==> src/rtl/xilinx_board_io.sv <==
// ---------------------------------------------------------------------------
// xilinx_board_io
//
// Board I/O conditioner for the FPGA top level. Raw buttons and switches are
// synchronised and debounced into clean levels plus one-cycle rise/fall
// pulses. Every LED is driven by a glitch-free PWM brightness generator.
//
// Configuration macro: BOARD_IO_PWM_EN
//   defined   - free-running PWM counter with per-LED duty shadows.
//   undefined - no PWM hardware; led_o[i] is simply (duty slice != 0),
//               registered once.
//
// Ports:
//   sys_clk      in   1               single clock for the whole block
//   pad_reset_n  in   1               synchronous active-low reset
//   in_raw_i     in   NUM_IN          raw asynchronous board inputs
//   in_level_o   out  NUM_IN          debounced level
//   in_rise_o    out  NUM_IN          one-cycle pulse on accepted 0->1
//   in_fall_o    out  NUM_IN          one-cycle pulse on accepted 1->0
//   tick_o       out  1               debounce prescaler tick
//   led_duty_i   in   NUM_LED*PWM_W   per-LED duty, LED i at [i*PWM_W +: PWM_W]
//   led_o        out  NUM_LED         LED drive
// ---------------------------------------------------------------------------
module xilinx_board_io #(
  parameter int NUM_IN         = 7,
  parameter int NUM_LED        = 4,
  parameter int PRESCALE       = 1000,
  parameter int DEBOUNCE_TICKS = 16,
  parameter int PWM_W          = 8
) (
  input  logic                       sys_clk,
  input  logic                       pad_reset_n,
  input  logic [NUM_IN-1:0]          in_raw_i,
  output logic [NUM_IN-1:0]          in_level_o,
  output logic [NUM_IN-1:0]          in_rise_o,
  output logic [NUM_IN-1:0]          in_fall_o,
  output logic                       tick_o,
  input  logic [NUM_LED*PWM_W-1:0]   led_duty_i,
  output logic [NUM_LED-1:0]         led_o
);

  localparam int PS_W  = (PRESCALE > 1) ? $clog2(PRESCALE) : 1;
  localparam int CNT_W = $clog2(DEBOUNCE_TICKS) + 1;

  localparam logic [PS_W-1:0]  PS_LAST  = PS_W'(PRESCALE - 1);
  localparam logic [CNT_W-1:0] CNT_LAST = CNT_W'(DEBOUNCE_TICKS - 1);

  logic [NUM_IN-1:0]  r_s1;
  logic [NUM_IN-1:0]  r_s2;
  logic [PS_W-1:0]    r_presc;
  logic [PS_W-1:0]    w_presc_nxt;
  logic               r_tick;
  logic [CNT_W-1:0]   r_cnt [NUM_IN];
  logic [NUM_IN-1:0]  r_level;
  logic [NUM_IN-1:0]  r_rise;
  logic [NUM_IN-1:0]  r_fall;
  logic [NUM_LED-1:0] r_led;

  // Two-flop synchroniser per raw input.
  always_ff @(posedge sys_clk) begin
    if (!pad_reset_n) begin
      r_s1 <= '0;
      r_s2 <= '0;
    end else begin
      r_s1 <= in_raw_i;
      r_s2 <= r_s1;
    end
  end

  // Prescaler. The tick is registered from the next count value so that it
  // is high exactly while r_presc sits at PRESCALE-1, yet stays 0 during
  // reset even when PRESCALE=1 (where the count is permanently 0).
  assign w_presc_nxt = (r_presc == PS_LAST) ? '0 : r_presc + PS_W'(1);

  always_ff @(posedge sys_clk) begin
    if (!pad_reset_n) begin
      r_presc <= '0;
      r_tick  <= 1'b0;
    end else begin
      r_presc <= w_presc_nxt;
      r_tick  <= (w_presc_nxt == PS_LAST);
    end
  end

  // Debounce. A disagreeing synchronised input must persist for
  // DEBOUNCE_TICKS ticks before the level follows it; agreement clears the
  // counter every cycle so any bounce restarts qualification. Acceptance is
  // held off for one cycle after a pulse so two pulses can never be adjacent
  // (only reachable with DEBOUNCE_TICKS=1 and a fast toggle).
  always_ff @(posedge sys_clk) begin
    if (!pad_reset_n) begin
      for (int i = 0; i < NUM_IN; i++) begin
        r_cnt[i] <= '0;
      end
      r_level <= '0;
      r_rise  <= '0;
      r_fall  <= '0;
    end else begin
      r_rise <= '0;
      r_fall <= '0;
      for (int i = 0; i < NUM_IN; i++) begin
        if (r_s2[i] == r_level[i]) begin
          r_cnt[i] <= '0;
        end else if (r_tick && !(r_rise[i] || r_fall[i])) begin
          if (r_cnt[i] == CNT_LAST) begin
            r_level[i] <= r_s2[i];
            r_cnt[i]   <= '0;
            r_rise[i]  <= r_s2[i];
            r_fall[i]  <= ~r_s2[i];
          end else begin
            r_cnt[i] <= r_cnt[i] + CNT_W'(1);
          end
        end
      end
    end
  end

`ifdef BOARD_IO_PWM_EN
  localparam logic [PWM_W-1:0] PWM_MAX = '1;

  logic [PWM_W-1:0] r_pwm_cnt;
  logic [PWM_W-1:0] r_shadow [NUM_LED];

  // PWM. The shadow is written on the edge where the counter wraps, so it
  // already holds the new duty throughout the pwm_cnt==0 cycle and for the
  // whole period that follows; mid-period duty writes therefore never
  // produce a truncated or stretched pulse. Shadow all-ones means fully on.
  always_ff @(posedge sys_clk) begin
    if (!pad_reset_n) begin
      r_pwm_cnt <= '0;
      for (int i = 0; i < NUM_LED; i++) begin
        r_shadow[i] <= '0;
      end
      r_led <= '0;
    end else begin
      r_pwm_cnt <= r_pwm_cnt + PWM_W'(1);
      for (int i = 0; i < NUM_LED; i++) begin
        if (r_pwm_cnt == PWM_MAX) begin
          r_shadow[i] <= led_duty_i[i*PWM_W +: PWM_W];
        end
        r_led[i] <= (r_shadow[i] == PWM_MAX) || (r_pwm_cnt < r_shadow[i]);
      end
    end
  end
`else
  // No dimming hardware: any non-zero duty turns the LED fully on.
  always_ff @(posedge sys_clk) begin
    if (!pad_reset_n) begin
      r_led <= '0;
    end else begin
      for (int i = 0; i < NUM_LED; i++) begin
        r_led[i] <= (led_duty_i[i*PWM_W +: PWM_W] != '0);
      end
    end
  end
`endif

  assign in_level_o = r_level;
  assign in_rise_o  = r_rise;
  assign in_fall_o  = r_fall;
  assign tick_o     = r_tick;
  assign led_o      = r_led;

endmodule

==> config.mk <==
export PLATFORM = sky130hd
export DESIGN_NAME = xilinx_board_io
export DESIGN_NICKNAME = d
export VERILOG_FILES = /design/src/rtl/xilinx_board_io.sv
export SDC_FILE = /design/constraint.sdc
export NUM_CORES = 1
export LEC_CHECK = 0
export CORE_MARGIN = 2
export CORE_UTILIZATION = 50
export DETAILED_ROUTE_END_ITERATION = 16
export HOLD_SLACK_MARGIN = 0.02
export PLACE_DENSITY = 0.77
export SYNTH_ARGS = -nofsm -noshare
export SYNTH_HDL_FRONTEND = slang
export SYNTH_SLANG_ARGS = --single-unit
==> constraint.sdc <==
create_clock -name sys_clk -period 4.32 [get_ports sys_clk]
set_clock_uncertainty 0.15 [all_clocks]
set_input_delay 0.648 -clock sys_clk [delete_from_list [all_inputs] [get_ports sys_clk]]
set_output_delay 0.648 -clock sys_clk [all_outputs]
set_load 0.01 [all_outputs]
Yosys cells after proc, flatten, opt, wreduce, memory -nomap -nowiden
Memories as Yosys holds them, arrays and structs flattened.
Index checks and enable logic that the tools add are counted.
{"block": "classes", "add_sub_neg": 8, "n_eq_ne": 16, "n_mux": 114, "bitwise_logic": 50, "n_reduce_logical": 39}
{"cell": "2-to-1 mux 5 bit", "n": 21}
{"cell": "2-to-1 mux 1 bit", "n": 92}
{"cell": "adder 5 x 1 -> 5 bit, second input constant", "n": 7}
{"cell": "equality test 5 x 4 -> 1 bit, second input constant", "n": 7}
{"cell": "nonzero test 8 bit", "n": 4}
{"cell": "inverter 1 bit", "n": 29}
{"cell": "OR reduction 4 bit", "n": 7}
{"cell": "OR 1 bit", "n": 21}
{"cell": "AND reduction 3 bit", "n": 7}
{"cell": "equality test 10 bit, second input constant", "n": 2}
{"cell": "adder 10 x 1 -> 10 bit, second input constant", "n": 1}
{"cell": "2-to-1 mux 10 bit", "n": 1}
{"cell": "equality test 1 bit", "n": 7}
{"cell": "logical AND 1 bit", "n": 7}
{"cell": "logical NOT 1 bit", "n": 7}
{"cell": "logical OR 1 bit", "n": 7}
{"block": "totals", "ff_bits": 50, "ramBits": 35, "in_bits": 41, "output_inout_bits": 26, "word_cells": 254, "n_memories": 1}
{"memory": "r_cnt", "words": 7, "word_bits": 5, "read_ports": 7, "rd_clocked_by_memory_dff": 0, "write_ports": 7, "line": "53", "rtl": "logic [CNT_W-1:0] r_cnt [NUM_IN];"}

Logic depth before layout (Yosys ltp)
{"block": "logic_depth", "depth_word": 9, "ltp_mapped": 6, "ltp_nobuf": 6}

Worst setup path after synthesis
Ideal clock, no wire load.
{"block": "synth_path", "path_kind": "in2reg", "start": "input pad_reset_n", "end": "memory r_cnt[1][0] in the netlist's numbering, enable pin", "setup_time_ps": 278, "arrival_ps": 1432, "required_ps": 3892, "path_slack_ps": 2460, "path_stages": 3, "path_buffers": 1, "cell_sequence": "buf_2 -> clkinv_1 -> or3_1"}
{"item": "start, declared", "line": "32", "rtl": "input logic pad_reset_n,"}
{"item": "end, declared", "line": "53"}

==> out/qor.txt <==
status = finished clean
worst IR drop on VDD = 0.231 mV
Hold Path Sink = r_s2[2]$_SDFF_PN0_
reg2reg end = r_cnt[4][2]$_SDFFCE_PN0P_
Pre-Repair DR Iteration Count = 4
Max-slew headroom = 0.629
critical path arrival = 2630 ps
root buf cell = clkbuf_8
Synth Register Bits = 85
clock sinks = 85
worst-case reg-to-reg path depth = 3
YS warnings = 0
register area share after synthesis = 0.568
Fin. Hold Viols = 0
layout filler cell count = 568
first-pass GRT wire length = 11400 µm
count leader, synth = dfxtp_1
layout cells sized above 1 = 0.0407
buffers added on ports = 66
cts repair resizes = 0
H-tree depth = 3
initial drt markers = 112
diodes inserted = 0
flop2flop setup slack = 2450 ps
number of routed nets with antenna violations = 0
post-layout min period = 2700 ps
Critical-path top delay cell = or3_1
Worst-path clk slew = 80 ps
Max Slew Vio Count = 0
Synth cell types = 34
async set-reset flop share out of synthesis = 0
P_leak = 1.68 nW
Overall Global Routing Usage = 0.189
RR Startpoint = tick_o$_SDFF_PN0_
Initial Utilization = 0.523
num rows = 30
crit-path max FO = 37
final wirelength = 6680 µm
count of mapped cells out of synthesis = 341
startpoint type of the worst setup path = primary input
total power = 1.45 mW
cells taking the most area after synthesis = edfxtp_1 (29%), dfxtp_1 (28%), ha_1 (5.5%)
TritonCTS buffer count = 9
Commonest cells post-synth = dfxtp_1 (50), nor2_1 (47), edfxtp_1 (35)
CTS tree = done
Hold Buf Count CTS = 0
vias in the first global route = 2537
Most used DFF post-synth = dfxtp_1
f_max = 370 MHz
post-route setup TNS = 0 ps
DR DRC count = 0
Final #Nets = 470
core area = 6910 µm²
post-CTS setup buffers = 0
die width = 89.0 µm
vias per cell = 5.09
pre-CTS WS = 1240 ps
final setup violation count = 0
Die Area = 7910 µm²
hold depth = 1
Least-Margin Pin Slew = 555 ps
P per Cell Area = 318 nW/µm²
maxcap violations = 0
Clock Latency Late Sink = 350 ps
RSZ-0062 raised after global routing = false
Worst Path Required = 4240 ps
hpwl dp = 4860 µm
Critical Path, Cell by Cell = clkdlybuf4s50_1 -> buf_4 -> clkinv_1 -> or3_1
GPL Wtd Cong = 0.819
crit-path max cell delay = 650 ps
Longest Clk Path Bufs = 2
total grt overflow = 0
initial antenna violation count = 0
syn_nets = 398
EDFF count, synth = 35
Worst setup EP type = register
I/O pins = 67
Synth-to-Final Area Change = 26.1%
min-delay src = r_s1[2]$_SDFF_PN0_
Vias = 2615
Hold/Removal Path Class = reg2reg
Netlist Area Pre-Place = 3610 µm²
post-synth top area cell = edfxtp_1
Setup CP Type = in2reg
final setup margin = 1620 ps
Avg Inst Size Synth = 10.6 µm²
area share of the largest cell type after synthesis = 0.291
WL/cell = 13.0 µm
die height = 89.0 µm
pin count of the biggest net entering global routing = 38
Final Cycle Share = 0.626
==> critical path: cells and delay by family <==
kind                   cells  cell delay, ps
buffers and inverters      3            1320
AND/OR/NAND/NOR            1             650
==> logic make-up (layout without fill, tap and decap cells) <==
group	count (synthesis)	in the layout	share of synthesized area
AO/OA/AOI/OAI	21	21	0.0350
buffers and inverters	25	102	0.0267
XOR/XNOR	26	26	0.0631
adder cells (fa/ha/maj)	16	16	0.0555
AND/OR/NAND/NOR	168	168	0.251
flip-flops	85	85	0.568
==> per-stage QoR <==
step	std cells	hold slack [ps]	utilization	instance area [µm²]
floorplan	341	262	-	3610
global placement	498	264	0.633	4370
detailed placement	498	272	0.633	4370
CTS	514	291	0.659	4550
global route	514	301	0.659	4550
finish	514	287	0.659	4550
==> layer usage <==
| metal | vias to the layer above | GRT usage | wire length [µm] |
|---|---|---|---|
| li1 | 1346 | - | - |
| met1 | 1215 | 0.240 | 3100 |
| met2 | 46 | 0.311 | 3280 |
| met3 | 8 | 0.0369 | 194 |
| met4 | 0 | 0.0909 | 112 |
| met5 | - | 0 | 0 |
==> layout by cell type (no fill, tap or decap), types with 2 or more instances in the layout <==
cell,count
ha_1,16
nand4_1,2
inv_1,18
nand3_1,28
and2_1,15
nand4b_1,3
nand2_1,18
edfxtp_1,35
xnor2_1,14
nor4_1,11
and3_1,10
nor3b_1,21
clkbuf_8,10
a31oi_1,2
nor2_1,47
or3_1,4
clkdlybuf4s50_1,66
dfxtp_1,50
clkinvlp_4,3
xor2_1,12
nand2b_1,2
nand3b_1,3
a21oi_1,12
==> power breakdown <==
group          internal (mW)  switching (mW)
clock                  0.225           0.277
sequential             0.851          0.0139
combinational         0.0513          0.0312
total                   1.13           0.322
==> registers in the layout, indices dropped and copies added (netlist names) <==
name / flops
r_s1: 7
in_rise_o: 7
in_level_o: 7
led_o: 4
tick_o: 1
r_s2: 7
r_cnt: 35
in_fall_o: 7
r_presc: 10
==> cell type report <==
| class | count | area [µm²] | share of cell area |
|---|---|---|---|
| Clock inverter | 5 | 36.3 | 0.00797 |
| Timing Repair Buffer | 67 | 668 | 0.147 |
| Multi-Input combinational cell | 231 | 1460 | 0.321 |
| Sequential cell | 85 | 2050 | 0.451 |
| Inverter | 19 | 71.3 | 0.0157 |
| Tap cell | 96 | 120 | 0.0264 |
| Clock buffer | 11 | 141 | 0.0311 |
==> how the worst max path moves through the flow <==
stage | start | slack (ps) | endpoint
floorplan | pad_reset_n | 2460 | r_cnt[1][0]$_SDFFCE_PN0P_
global placement | pad_reset_n | 1280 | r_cnt[5][3]$_SDFFCE_PN0P_
detailed placement | pad_reset_n | 1240 | r_cnt[1][2]$_SDFFCE_PN0P_
CTS | pad_reset_n | 1610 | r_cnt[5][2]$_SDFFCE_PN0P_
global route | pad_reset_n | 1430 | r_cnt[5][2]$_SDFFCE_PN0P_
finish | pad_reset_n | 1620 | r_cnt[1][0]$_SDFFCE_PN0P_
No activity file was read; power rests on OpenSTA's default activity.
